### src/rtl/memory_delay_unit_pkg.sv
// Shared definitions for the memory delay bridge: CSR word map, CTRL bit
// positions and the request-gating FSM states.
package memory_delay_unit_pkg;

  localparam logic [2:0] CSR_CTRL    = 3'd0;
  localparam logic [2:0] CSR_DELAY   = 3'd4;
  localparam int         CTRL_EN_BIT = 0;

  typedef enum logic [1:0] {
    ST_IDLE  = 2'd0,
    ST_DELAY = 2'd1,
    ST_ISSUE = 2'd2
  } state_t;

endpackage

### src/rtl/memory_delay_csr.sv
// CSR register file for the memory delay bridge: enable flag, stall count,
// and combinational readback.
module memory_delay_csr
  import memory_delay_unit_pkg::*;
#(
  parameter int CNT_W = 32
) (
  input  logic             clk,
  input  logic             reset,
  input  logic [2:0]       csr_address,
  input  logic             csr_write,
  input  logic [31:0]      csr_writedata,
  output logic [31:0]      csr_readdata,
  output logic             enable,
  output logic [CNT_W-1:0] delay
);

  always_ff @(posedge clk or negedge reset) begin
    if (!reset) begin
      enable <= 1'b0;
      delay  <= '0;
    end else if (csr_write) begin
      case (csr_address)
        CSR_CTRL:  enable <= csr_writedata[CTRL_EN_BIT];
        CSR_DELAY: delay  <= CNT_W'(csr_writedata);
        default:   ;
      endcase
    end
  end

  always_comb begin
    csr_readdata = '0;
    case (csr_address)
      CSR_CTRL:  csr_readdata[CTRL_EN_BIT] = enable;
      CSR_DELAY: csr_readdata = 32'(delay);
      default:   ;
    endcase
  end

endmodule

### src/rtl/memory_delay_unit.sv
// Avalon-MM bridge that stalls each upstream request by a programmable count
// before forwarding it downstream; a plain pass-through when disabled.
module memory_delay_unit
  import memory_delay_unit_pkg::*;
#(
  parameter int ADDR_W = 32,
  parameter int DATA_W = 32,
  parameter int CNT_W  = 32
) (
  input  logic                clk,
  input  logic                reset,
  input  logic [2:0]          csr_address,
  input  logic                csr_write,
  input  logic [31:0]         csr_writedata,
  input  logic                csr_read,
  output logic [31:0]         csr_readdata,
  input  logic [ADDR_W-1:0]   s_address,
  input  logic                s_read,
  input  logic                s_write,
  input  logic [DATA_W-1:0]   s_writedata,
  input  logic [DATA_W/8-1:0] s_byteenable,
  output logic [DATA_W-1:0]   s_readdata,
  output logic                s_waitrequest,
  output logic [ADDR_W-1:0]   m_address,
  output logic                m_read,
  output logic                m_write,
  output logic [DATA_W-1:0]   m_writedata,
  output logic [DATA_W/8-1:0] m_byteenable,
  input  logic [DATA_W-1:0]   m_readdata,
  input  logic                m_waitrequest
);

  logic             enable;
  logic [CNT_W-1:0] delay;
  logic [CNT_W-1:0] cnt, cnt_nxt;
  logic             req;
  state_t           state, state_nxt;

  // Readback is purely address-decoded, so the read strobe carries no information.
  logic unused_csr_read;
  assign unused_csr_read = csr_read;

  memory_delay_csr #(.CNT_W(CNT_W)) u_csr (
    .clk          (clk),
    .reset        (reset),
    .csr_address  (csr_address),
    .csr_write    (csr_write),
    .csr_writedata(csr_writedata),
    .csr_readdata (csr_readdata),
    .enable       (enable),
    .delay        (delay)
  );

  assign m_address    = s_address;
  assign m_writedata  = s_writedata;
  assign m_byteenable = s_byteenable;
  assign s_readdata   = m_readdata;
  assign req          = s_read | s_write;

  always_ff @(posedge clk or negedge reset) begin
    if (!reset) begin
      state <= ST_IDLE;
      cnt   <= '0;
    end else begin
      state <= state_nxt;
      cnt   <= cnt_nxt;
    end
  end

  always_comb begin
    state_nxt     = state;
    cnt_nxt       = cnt;
    m_read        = 1'b0;
    m_write       = 1'b0;
    s_waitrequest = 1'b1;
    case (state)
      ST_IDLE: begin
        if (!enable) begin
          m_read        = s_read & ~s_write;
          m_write       = s_write;
          s_waitrequest = m_waitrequest;
        end else begin
          s_waitrequest = req;
          if (req) begin
            if (delay == '0) begin
              state_nxt = ST_ISSUE;
            end else begin
              state_nxt = ST_DELAY;
              cnt_nxt   = delay;
            end
          end
        end
      end
      ST_DELAY: begin
        cnt_nxt = cnt - CNT_W'(1);
        if (cnt == CNT_W'(1)) state_nxt = ST_ISSUE;
      end
      ST_ISSUE: begin
        m_read        = s_read & ~s_write;
        m_write       = s_write;
        s_waitrequest = m_waitrequest;
        if (!req || !m_waitrequest) state_nxt = ST_IDLE;
      end
      default: state_nxt = ST_IDLE;
    endcase
    // Reset blocks the downstream strobes immediately, not just at the next edge.
    if (!reset) begin
      m_read        = 1'b0;
      m_write       = 1'b0;
      s_waitrequest = 1'b1;
    end
  end

endmodule

### config.mk
export PLATFORM = sky130hd
export DESIGN_NAME = memory_delay_unit
export DESIGN_NICKNAME = d
export VERILOG_FILES = /design/src/rtl/memory_delay_unit_pkg.sv /design/src/rtl/memory_delay_csr.sv /design/src/rtl/memory_delay_unit.sv
export SDC_FILE = /design/constraint.sdc
export NUM_CORES = 1
export LEC_CHECK = 0
export ABC_AREA = 1
export CAP_MARGIN = 20
export CORE_ASPECT_RATIO = 0.5
export CORE_UTILIZATION = 42
export DETAILED_ROUTE_END_ITERATION = 10
export PLACE_DENSITY_LB_ADDON = 0.1
export SYNTH_ARGS = -nofsm -noshare
export SYNTH_HDL_FRONTEND = slang
export SYNTH_SLANG_ARGS = --single-unit
### constraint.sdc
create_clock -name clk -period 3.07 [get_ports clk]
set_input_delay 0.614 -clock clk [delete_from_list [all_inputs] [get_ports clk]]
set_output_delay 0.614 -clock clk [all_outputs]
set_load 0.03 [all_outputs]
Word level (Yosys, flattened, before mapping)
Index checks and enable logic that the tools add are counted.

cells by class
  order comparisons = 0
  reduce and logical (&&, ||, !) cells = 11
  add/subtract/negate cells = 1
  $mul = 0
  bitwise logic cells = 3
  equal/unequal tests = 9
  divide/modulo/power cells = 0
  shift operators = 0
  muxes and demuxes = 21

operators by type and width
  kind                                                                      number
  32-bit two-way mux                                                        3
  32-bit case mux with 2 select lines                                       1
  32-bit by 1-bit equality test with 1-bit output (second input constant)   1
  32-bit logical NOT                                                        1
  32-bit by 1-bit subtractor with 32-bit output (second input constant)     1
  31-bit two-way mux                                                        1
  2-bit two-way mux                                                         5
  2-bit inequality test (second input constant)                             4
  1-bit case mux with 2 select lines                                        4
  4-bit AND reduction                                                       2
  1-bit two-way mux                                                         6
  2-bit case mux with 3 select lines                                        1
  2-bit AND reduction                                                       2
  3-bit equality test (second input constant)                               1
  3-bit logical NOT                                                         1
  2-bit by 1-bit equality test with 1-bit output (second input constant)    1
  2-bit equality test (second input constant)                               1
  1-bit logical NOT                                                         2
  2-bit logical NOT                                                         1
  2-bit by 1-bit inequality test with 1-bit output (second input constant)  1
  2-bit nonzero test                                                        1
  1-bit bitwise AND                                                         1
  1-bit logical OR                                                          1
  1-bit NOT                                                                 1
  1-bit OR                                                                  1

storage, ports and cells
  memory bits (read-only) = 0
  register bits = 67
  memories = 0
  logic and storage cells = 49
  bits of input ports = 142
  memory bits (writable) = 0
  latch bits = 0
  output and inout bits = 135

Depth between registers and ports, before layout
Gate-level depths: netlist of run 1.

  word-level depth = 5
  gate-level depth with buffers = 11
  mapped depth without buffers = 11

Modules after synthesis
A second synthesis of run 1 with hierarchy kept.

second synthesis, totals
  cell total of the unflattened synthesis = 821
  area total of the unflattened synthesis = 5,387.7 um^2

by module, submodules not included
  module             instances  cells an instance  area each (um^2)
  memory_delay_unit  1          601                3,706.1
  memory_delay_csr   1          220                1,681.6

Worst setup path after synthesis of run 1
Ideal clock, no wire load.

  path type = input port to output port
  start = input port csr_address[1]
  end = output port csr_readdata[0]
  arrival = 1.619 ns
  path buffers = 0
  stages = 3
  slack = 0.837 ns
  cell sequence = nor2_1 > nand2_1 > o21ai_0

on the way
  word-level cells in the longest chain between the ends = 2
  elaborated cells on any way between the ends = 3

ends and longest elaborated chain
  what                                                      RTL line                 RTL
  from (decl)                                               memory_delay_unit.sv:12  input logic [2:0] csr_address,
  3-bit equality test or 3-bit logical NOT (tied branches)  memory_delay_csr.sv:33   case (csr_address)
  1-bit case mux with 2 select lines *                      memory_delay_csr.sv:33
  to (decl)                                                 memory_delay_unit.sv:16  output logic [31:0] csr_readdata,

Every way passes the cells marked *; elsewhere a longest branch is shown, timed or not.

Worst setup path in the final report of run 1
  start = input port csr_address[1]
  end = output port csr_readdata[15]

on the way
  word-level cells in the longest chain between the ends = 2

ends and longest elaborated chain
  what                 RTL line
  3-bit equality test  memory_delay_csr.sv:33
  31-bit two-way mux   memory_delay_csr.sv:33

Every way passes these cells.

==> flow_summary.html, run 1 <==
<table>
<tr><th>Metric</th><th>Value</th></tr>
<tr><th colspan="2">Run status</th></tr>
<tr><td>Result of the run</td><td>finished, final reports clean</td></tr>
<tr><th colspan="2">Finish</th></tr>
<tr><td>Number of antenna cells inserted</td><td>0</td></tr>
<tr><td>Area overhead of the layout relative to synthesis</td><td>8.46%</td></tr>
<tr><td>Total number of nets in the final design</td><td>864</td></tr>
<tr><td>Reg area</td><td>1680 sq um</td></tr>
<tr><td>Number of inserted filler cells in the final layout</td><td>1183</td></tr>
<tr><td>Post-layout instance area</td><td>5330 sq um</td></tr>
<tr><td>Multi-input gate area</td><td>2100 sq um</td></tr>
<tr><td>Fraction of final layout cells with drive strength greater than 1</td><td>8.98%</td></tr>
<tr><th colspan="2">Synthesis</th></tr>
<tr><td>Largest cells by area after synthesis</td><td>sky130_fd_sc_hd__dfrtp_1 34%, sky130_fd_sc_hd__buf_4 15%, sky130_fd_sc_hd__nor2_1 13%</td></tr>
<tr><td>Synth cell count leaders</td><td>172 x sky130_fd_sc_hd__nor2_1, 151 x sky130_fd_sc_hd__nand2_1, 100 x sky130_fd_sc_hd__buf_4</td></tr>
<tr><td>Mean Syn Cell Area</td><td>6.57 sq um</td></tr>
<tr><td>Yosys warns</td><td>0</td></tr>
<tr><td>Nets in the synthesized netlist</td><td>891</td></tr>
<tr><td>Synthesized area</td><td>4910 sq um</td></tr>
<tr><td>Cell taking the most area after synthesis</td><td>sky130_fd_sc_hd__dfrtp_1</td></tr>
<tr><td>Prevailing post-synth register cell</td><td>sky130_fd_sc_hd__dfrtp_1</td></tr>
<tr><td>FF+latch count, synth</td><td>67</td></tr>
<tr><td>Post-synthesis async set-or-reset flop share</td><td>100%</td></tr>
<tr><td>Unique masters post-synth</td><td>29</td></tr>
<tr><td>Top-area cell type share of the netlist area</td><td>34.1%</td></tr>
<tr><td>Number of synthesized flops with an enable pin</td><td>0</td></tr>
<tr><td>Most frequent cell after synthesis</td><td>sky130_fd_sc_hd__nor2_1</td></tr>
<tr><td>Cell count after synthesis</td><td>747</td></tr>
<tr><td>Post-synthesis sequential area ratio</td><td>34.1%</td></tr>
<tr><th colspan="2">Min path</th></tr>
<tr><td>Hold path depth</td><td>2</td></tr>
<tr><td>Worst min-delay path endpoint</td><td>cnt[29]</td></tr>
<tr><td>Worst min-delay path category</td><td>reg2reg</td></tr>
<tr><td>Hold Startpoint</td><td>cnt[29]</td></tr>
<tr><th colspan="2">Critical path</th></tr>
<tr><td>Worst stage delay on the critical path</td><td>0.39 ns</td></tr>
<tr><td>Maximum fanout along the worst path</td><td>21</td></tr>
<tr><td>Data arrival, critical path</td><td>2.22 ns</td></tr>
<tr><td>Worst setup EP type</td><td>output pin</td></tr>
<tr><td>Logic depth of the worst register-to-register path</td><td>10</td></tr>
<tr><td>Crit start category</td><td>input port</td></tr>
<tr><td>Flop-to-flop setup slack</td><td>1.05 ns</td></tr>
<tr><td>Capture instance of the worst register-to-register path</td><td>cnt[26]</td></tr>
<tr><td>CP cell instances</td><td>clkdlybuf4s50_1 -&gt; nor2_1 -&gt; nand2_1 -&gt; buf_4 -&gt; nor2_1 -&gt; buf_4</td></tr>
<tr><td>Master of the slowest instance on the critical path</td><td>sky130_fd_sc_hd__clkdlybuf4s50_1</td></tr>
<tr><td>Start-to-end type of the worst setup path</td><td>in2out</td></tr>
<tr><td>Required time of the critical path</td><td>2.46 ns</td></tr>
<tr><td>Reg-to-reg startpoint</td><td>u_csr.delay[1]</td></tr>
<tr><td>Cell family with the largest share of critical-path delay</td><td>buffers and inverters</td></tr>
<tr><td>Bufs and invs on worst path</td><td>3</td></tr>
<tr><th colspan="2">Clocking</th></tr>
<tr><td>Resized Gates After CTS</td><td>0</td></tr>
<tr><td>TritonCTS clock tree</td><td>done</td></tr>
<tr><td>Maximum clock path buffer count</td><td>2</td></tr>
<tr><td>Clock latency of the later-clocked register in the worst-skew pair</td><td>0.34 ns</td></tr>
<tr><td>H-tree depth</td><td>3</td></tr>
<tr><td>Hold-fix buffers, CTS</td><td>0</td></tr>
<tr><td>TritonCTS buffer count</td><td>9</td></tr>
<tr><td>Num Clock Sinks</td><td>67</td></tr>
<tr><td>CTS Root Buffer Type</td><td>sky130_fd_sc_hd__clkbuf_16</td></tr>
<tr><td>Post-CTS setup buffers</td><td>0</td></tr>
<tr><td>Clock input transition at the sequential cells of the worst setup and hold paths</td><td>0.06 ns</td></tr>
<tr><th colspan="2">GRT</th></tr>
<tr><td>Global routing usage on met2</td><td>37.6%</td></tr>
<tr><td>Pin count of the biggest net entering global routing</td><td>68</td></tr>
<tr><td>Global-route met1 utilization</td><td>37.9%</td></tr>
<tr><td>Met3 GRT Util</td><td>12.5%</td></tr>
<tr><td>Global-route wire length before repair</td><td>24500 microns</td></tr>
<tr><td>Antenna violations before repair</td><td>0</td></tr>
<tr><td>Global-route layer with the greatest usage</td><td>met1</td></tr>
<tr><td>Vias in the first global route</td><td>4127</td></tr>
<tr><td>Global-route congestion overflow total</td><td>0</td></tr>
<tr><td>GRT Total Usage</td><td>27.4%</td></tr>
<tr><th colspan="2">Floorplan</th></tr>
<tr><td>Height of the die</td><td>78.5 microns</td></tr>
<tr><td>Initial standard-cell utilization of the core</td><td>43.9%</td></tr>
<tr><td>Core Footprint</td><td>11200 sq um</td></tr>
<tr><td>Die ar.</td><td>12200 sq um</td></tr>
<tr><td>Number of placed I/O pins</td><td>277</td></tr>
<tr><td>Die X</td><td>155 microns</td></tr>
<tr><td>Row count</td><td>27</td></tr>
<tr><th colspan="2">Route</th></tr>
<tr><td>Vias</td><td>4466</td></tr>
<tr><td>Number of design rule violations left after detail routing</td><td>0</td></tr>
<tr><td>Routed wire length</td><td>16300 microns</td></tr>
<tr><td>1st-iter DRT viols</td><td>337</td></tr>
<tr><td>Routed length per placed instance</td><td>18.4 microns</td></tr>
<tr><td>Detailed-router iteration count before antenna repair</td><td>5</td></tr>
<tr><td>Average vias per placed instance</td><td>5.06</td></tr>
<tr><td>DRT antenna net count</td><td>0</td></tr>
<tr><th colspan="2">STA</th></tr>
<tr><td>Final Skew</td><td>0.0111 ns</td></tr>
<tr><td>Maximum clock frequency</td><td>0.353 GHz</td></tr>
<tr><td>Tightest slew margin relative to the limit</td><td>41.7%</td></tr>
<tr><td>Slew at the pin closest to its max-slew limit</td><td>0.875 ns</td></tr>
<tr><td>Final worst-path cycle share</td><td>92.2%</td></tr>
<tr><td>Setup repair after global routing missed its margin</td><td>no</td></tr>
<tr><td>Worst hold slack</td><td>0.507 ns</td></tr>
<tr><td>Number of pins exceeding their max-slew limit in the final report</td><td>0</td></tr>
<tr><td>Number of failing hold endpoints at the final stage</td><td>0</td></tr>
<tr><td>Setup TNS after final layout</td><td>0 ns</td></tr>
<tr><td>Shortest period the worst path allows</td><td>2.83 ns</td></tr>
<tr><td>Finish-stage setup viols</td><td>0</td></tr>
<tr><th colspan="2">Place</th></tr>
<tr><td>Final RePlAce weighted congestion</td><td>0.890</td></tr>
<tr><td>Buffers on Ports</td><td>75</td></tr>
<tr><td>Placed Area</td><td>4990 sq um</td></tr>
<tr><td>Detailed placer's ending HPWL</td><td>12900 microns</td></tr>
<tr><th colspan="2">Flow run</th></tr>
<tr><td>Number of max-cap violations</td><td>0</td></tr>
<tr><th colspan="2">Power and ir drop</th></tr>
<tr><td>Leakage</td><td>2.58 nW</td></tr>
<tr><td>Maximum vdd drop</td><td>0.290 mV</td></tr>
<tr><td>Tot Pwr</td><td>0.00258 W</td></tr>
<tr><td>Power density normalized to cell area</td><td>484 nW/um^2</td></tr>
</table>
[routing by layer]
metal,up-vias,part of all wire [%]
met5,-,0.28
met4,2,1.6
met3,21,13
met2,256,39
met1,2003,46
li1,2184,-
[placed cells by master, fill, tap and decap left out]
master / n
sky130_fd_sc_hd__o21ai_4: 1
sky130_fd_sc_hd__inv_1: 76
sky130_fd_sc_hd__o21ai_1: 3
sky130_fd_sc_hd__inv_2: 2
sky130_fd_sc_hd__nor2_4: 1
sky130_fd_sc_hd__nor4_1: 1
sky130_fd_sc_hd__nand3_2: 1
sky130_fd_sc_hd__or2_2: 2
sky130_fd_sc_hd__nor2_2: 1
sky130_fd_sc_hd__o21bai_1: 3
sky130_fd_sc_hd__clkinv_1: 1
sky130_fd_sc_hd__nand2_1: 151
sky130_fd_sc_hd__clkinvlp_4: 1
sky130_fd_sc_hd__xor2_1: 1
sky130_fd_sc_hd__ha_1: 2
sky130_fd_sc_hd__o21ai_0: 38
sky130_fd_sc_hd__and2_0: 1
sky130_fd_sc_hd__nor3_1: 5
sky130_fd_sc_hd__bufinv_16: 3
sky130_fd_sc_hd__clkbuf_16: 9
sky130_fd_sc_hd__buf_4: 39
sky130_fd_sc_hd__o211ai_1: 1
sky130_fd_sc_hd__clkdlybuf4s50_1: 42
sky130_fd_sc_hd__nand3_1: 46
sky130_fd_sc_hd__nor3_4: 1
sky130_fd_sc_hd__clkinv_4: 2
sky130_fd_sc_hd__buf_2: 1
sky130_fd_sc_hd__dfrtp_1: 67
sky130_fd_sc_hd__a31oi_1: 1
sky130_fd_sc_hd__nand4_1: 10
sky130_fd_sc_hd__nand3b_1: 3
sky130_fd_sc_hd__a21oi_1: 36
sky130_fd_sc_hd__nand2_2: 1
sky130_fd_sc_hd__nor2_1: 171
[final cells by class]
| type | instances | area share [%] |
|---|---|---|
| Inverter | 79 | 5.57 |
| Tap cell | 159 | 3.74 |
| Clock buffer | 9 | 4.23 |
| Clock inverter | 6 | 2.16 |
| Multi-Input combinational cell | 481 | 39.3 |
| Timing Repair Buffer | 82 | 13.5 |
| Sequential cell | 67 | 31.5 |
[metrics by stage]
step	instances	util (%)	setup slack, ns
6_report	883	47.6	0.240
5_1_grt	883	47.6	0.0750
3_3_place_gp	868	44.6	0.282
4_1_cts	883	47.6	0.243
2_1_floorplan	747	-	0.837
3_5_place_dp	868	44.6	0.258
[sequential cells by signal, indices dropped and copies added, names as in the netlist]
| signal | flops |
|---|---|
| cnt | 32 |
| state | 2 |
| u_csr.enable | 1 |
| u_csr.delay | 32 |
[cell families (layout without fill, tap and decap cells)]
group	Yosys count	after routing	synth area share, %
xor+xnor	1	1	0.178
buf+inv	199	176	23.3
compound gates	83	83	8.92
simple gates	395	395	32.9
flops	67	67	34.1
fa+ha+maj	2	2	0.509
[worst reg2reg max path: cells and delay by family, from the launching register on]
kind,cells,cell delay [ns]
flops,1,0.42
simple gates,10,1.48
[power breakdown]
group | switching (W) | total, W | leakage [nW] | internal (W)
sequential | 0.0000839 | 0.00105 | 0.711 | 0.000965
combinational | 0.000203 | 0.000329 | 1.71 | 0.000126
clock | 0.000406 | 0.00120 | 0.162 | 0.000791
total | 0.000693 | 0.00258 | 2.58 | 0.00188
[how the worst max path moves through the flow]
stage               cells past startpoint                to  slack [ns]            from
finish                                  6  csr_readdata[15]        0.24  csr_address[1]
floorplan                               3   csr_readdata[0]        0.84  csr_address[1]
CTS                                     6  csr_readdata[15]        0.24  csr_address[1]
detailed placement                      6  csr_readdata[15]        0.26  csr_address[1]
global placement                        6     s_waitrequest        0.28          s_read
global route                            6  csr_readdata[15]        0.07  csr_address[1]
(Power assumes the default switching activity.)
==> inputs of run 2 (changes only) <==
--- a/config.mk
+++ b/config.mk
@@ -8,8 +8,10 @@
 export ABC_AREA = 1
 export CAP_MARGIN = 20
 export CORE_ASPECT_RATIO = 0.5
+export CORE_MARGIN = 2
 export CORE_UTILIZATION = 42
 export DETAILED_ROUTE_END_ITERATION = 10
+export MAX_ROUTING_LAYER = met4
 export PLACE_DENSITY_LB_ADDON = 0.1
 export SYNTH_ARGS = -nofsm -noshare
 export SYNTH_HDL_FRONTEND = slang
==> constraint.sdc (replaced) <==
create_clock -name clk -period 3.07 [get_ports clk]
set_input_delay 0.614 -clock clk [delete_from_list [all_inputs] [get_ports clk]]
set_output_delay 0.614 -clock clk [all_outputs]
set_load 0.05 [all_outputs]
==> flow_summary.html, run 2 (synthesis gave the netlist of run 1 again) <==
<table>
<tr><th>Metric</th><th>Value</th></tr>
<tr><th colspan="2">GRT</th></tr>
<tr><td>GRT Total Usage</td><td>26.9%</td></tr>
<tr><td>Vias in the first global route</td><td>4138</td></tr>
<tr><td>Global-route wire length before repair</td><td>24200 microns</td></tr>
<tr><td>Pin count of the biggest net entering global routing</td><td>65</td></tr>
<tr><td>Global-route congestion overflow total</td><td>0</td></tr>
<tr><td>Antenna violations before repair</td><td>0</td></tr>
<tr><th colspan="2">Place</th></tr>
<tr><td>Buffers on Ports</td><td>75</td></tr>
<tr><td>Detailed placer's ending HPWL</td><td>12900 microns</td></tr>
<tr><td>Final RePlAce weighted congestion</td><td>0.904</td></tr>
<tr><th colspan="2">Finish</th></tr>
<tr><td>Area overhead of the layout relative to synthesis</td><td>16.2%</td></tr>
<tr><td>Fraction of final layout cells with drive strength greater than 1</td><td>9.52%</td></tr>
<tr><td>Largest registers</td><td>cnt: 32 flops, u_csr.delay: 32 flops, state: 2 flops</td></tr>
<tr><td>Most common cell after layout, fill and taps aside</td><td>sky130_fd_sc_hd__nor2_1</td></tr>
<tr><td>Number of antenna cells inserted</td><td>0</td></tr>
<tr><td>Top library cells by usage in the layout, fill and taps aside</td><td>171 x sky130_fd_sc_hd__nor2_1, 151 x sky130_fd_sc_hd__nand2_1, 76 x sky130_fd_sc_hd__inv_1</td></tr>
<tr><td>Total number of nets in the final design</td><td>864</td></tr>
<tr><td>Final cell utilization of the core</td><td>51.0%</td></tr>
<tr><th colspan="2">Floorplan</th></tr>
<tr><td>Height of the die</td><td>80.5 microns</td></tr>
<tr><td>Die X</td><td>157 microns</td></tr>
<tr><td>Die ar.</td><td>12600 sq um</td></tr>
<tr><td>Row count</td><td>27</td></tr>
<tr><td>Core Footprint</td><td>11200 sq um</td></tr>
<tr><td>Initial standard-cell utilization of the core</td><td>43.9%</td></tr>
<tr><td>Number of placed I/O pins</td><td>277</td></tr>
<tr><th colspan="2">STA</th></tr>
<tr><td>Final Skew</td><td>0.00633 ns</td></tr>
<tr><td>Slew at the pin closest to its max-slew limit</td><td>0.858 ns</td></tr>
<tr><td>Setup repair after global routing missed its margin</td><td>no</td></tr>
<tr><td>Tightest slew margin relative to the limit</td><td>42.8%</td></tr>
<tr><td>Final worst-path cycle share</td><td>87.5%</td></tr>
<tr><td>Shortest period the worst path allows</td><td>2.69 ns</td></tr>
<tr><td>Finish-stage setup viols</td><td>0</td></tr>
<tr><td>Number of failing hold endpoints at the final stage</td><td>0</td></tr>
<tr><td>Number of pins exceeding their max-slew limit in the final report</td><td>0</td></tr>
<tr><td>Setup TNS after final layout</td><td>0 ns</td></tr>
<tr><td>Maximum clock frequency</td><td>0.372 GHz</td></tr>
<tr><th colspan="2">Clocking</th></tr>
<tr><td>Clock input transition at the sequential cells of the worst setup and hold paths</td><td>0.06 ns</td></tr>
<tr><td>TritonCTS clock tree</td><td>done</td></tr>
<tr><td>Clock latency of the later-clocked register in the worst-skew pair</td><td>0.34 ns</td></tr>
<tr><td>TritonCTS buffer count</td><td>9</td></tr>
<tr><td>Resized Gates After CTS</td><td>0</td></tr>
<tr><td>Maximum clock path buffer count</td><td>2</td></tr>
<tr><td>Hold-fix buffers, CTS</td><td>0</td></tr>
<tr><td>Post-CTS setup buffers</td><td>0</td></tr>
<tr><td>Num Clock Sinks</td><td>67</td></tr>
<tr><td>CTS Root Buffer Type</td><td>sky130_fd_sc_hd__clkbuf_16</td></tr>
<tr><td>H-tree depth</td><td>3</td></tr>
<tr><th colspan="2">Critical path</th></tr>
<tr><td>CP cell instances</td><td>clkdlybuf4s50_1 -&gt; nor2_1 -&gt; nand2_1 -&gt; buf_4 -&gt; o21ai_0 -&gt; buf_12</td></tr>
<tr><td>Worst setup EP type</td><td>output pin</td></tr>
<tr><td>Worst stage delay on the critical path</td><td>0.40 ns</td></tr>
<tr><td>Start-to-end type of the worst setup path</td><td>in2out</td></tr>
<tr><td>Number of gates on the worst path with buffers counted</td><td>6</td></tr>
<tr><td>Flop-to-flop setup slack</td><td>1.14 ns</td></tr>
<tr><td>Data arrival, critical path</td><td>2.07 ns</td></tr>
<tr><td>Capture instance of the worst register-to-register path</td><td>cnt[31]</td></tr>
<tr><td>Bufs and invs on worst path</td><td>3</td></tr>
<tr><td>Maximum fanout along the worst path</td><td>11</td></tr>
<tr><td>Required time of the critical path</td><td>2.46 ns</td></tr>
<tr><td>Master of the slowest instance on the critical path</td><td>sky130_fd_sc_hd__clkdlybuf4s50_1</td></tr>
<tr><td>Reg-to-reg startpoint</td><td>cnt[0]</td></tr>
<tr><td>Cell family with the largest share of critical-path delay</td><td>buffers and inverters</td></tr>
<tr><td>Crit start category</td><td>input port</td></tr>
<tr><td>Logic depth of the worst register-to-register path</td><td>8</td></tr>
<tr><th colspan="2">Route</th></tr>
<tr><td>DR WL met2</td><td>6360 microns</td></tr>
<tr><td>Detailed-router iteration count before antenna repair</td><td>4</td></tr>
<tr><td>Average vias per placed instance</td><td>4.97</td></tr>
<tr><td>Number of design rule violations left after detail routing</td><td>0</td></tr>
<tr><td>Routed wire length</td><td>16200 microns</td></tr>
<tr><td>Met3 Wirelength</td><td>2060 microns</td></tr>
<tr><td>DRT antenna net count</td><td>0</td></tr>
<tr><td>Vias</td><td>4395</td></tr>
<tr><td>Routed length per placed instance</td><td>18.3 microns</td></tr>
<tr><td>Top routing layer used</td><td>met4</td></tr>
<tr><td>Met1 routed wirelength after detailed routing</td><td>7630 microns</td></tr>
<tr><td>1st-iter DRT viols</td><td>364</td></tr>
<tr><th colspan="2">Power and ir drop</th></tr>
<tr><td>Leakage</td><td>2.68 nW</td></tr>
<tr><td>Power density normalized to cell area</td><td>449 nW/um^2</td></tr>
<tr><td>Maximum vdd drop</td><td>0.223 mV</td></tr>
<tr><th colspan="2">Flow run</th></tr>
<tr><td>Number of max-cap violations</td><td>0</td></tr>
<tr><th colspan="2">Run status</th></tr>
<tr><td>Result of the run</td><td>finished, final reports clean</td></tr>
<tr><th colspan="2">Min path</th></tr>
<tr><td>Worst min-delay path category</td><td>in2async</td></tr>
</table>
-- run 2: cell count changes in the layout (fill, tap and decap cells not counted), sizes merged --
cell / before / now
clkdlybuf4s50: 42 / 39
bufinv: 3 / 1
inv: 78 / 79
clkbuf: 9 / 11
buf: 40 / 43
-- run 2: metal layers --
metal | track usage [%] | up-vias
met5 | - | -
met4 | 5.69 | 0
met3 | 12.4 | 14
met2 | 36.0 | 221
met1 | 36.9 | 1974
li1 | - | 2186
-- run 2: cell type report --
type	count	area, sq um
tap	159	199
multi-input combinational	481	2100
fill	1123	5480
timing repair buffer	82	1120
sequential	67	1680
clock buffer	11	253
clock inverter	5	60.1
inverter	79	297
-- run 2: worst max path at each step --
stage,slack (ns),endpoint,from
after global placement,0.42,csr_readdata[0],csr_address[1]
final,0.38,csr_readdata[0],csr_address[1]
after floorplan,0.43,csr_readdata[0],csr_address[1]
after detailed placement,0.42,csr_readdata[0],csr_address[1]
after CTS,0.38,csr_readdata[0],csr_address[1]
after global routing,0.22,csr_readdata[0],csr_address[1]
-- run 2: through the flow --
stage / power (W) / area [sq um] / hold WS (ns) / worst slack [ns] / cells
after floorplan: 0.00159 / 4910 / 0.318 / 0.430 / 747
after global placement: 0.00149 / 5390 / 0.438 / 0.419 / 868
after detailed placement: 0.00149 / 5390 / 0.438 / 0.424 / 868
after CTS: 0.00258 / 5700 / 0.0787 / 0.381 / 884
after global routing: 0.00266 / 5700 / 0.0727 / 0.218 / 884
final: 0.00256 / 5700 / 0.0809 / 0.383 / 884
-- run 2: where the power goes --
group          internal (W)  total (W)  switching [W]
Clock              0.000676    0.00108       0.000409
Combinational      0.000174   0.000421       0.000247
Sequential         0.000965    0.00105      0.0000900
-- run 2: worst reg2reg max path, stage by stage (launching register included) --
cell and delay (ns):
sky130_fd_sc_hd__dfrtp_1 0.38, sky130_fd_sc_hd__inv_1 0.11, sky130_fd_sc_hd__nand3_1 0.21, sky130_fd_sc_hd__nor2_1 0.39
sky130_fd_sc_hd__nand2_1 0.28, sky130_fd_sc_hd__o21ai_0 0.23, sky130_fd_sc_hd__nand3_1 0.09, sky130_fd_sc_hd__nand2_1 0.08
sky130_fd_sc_hd__nand2_1 0.04
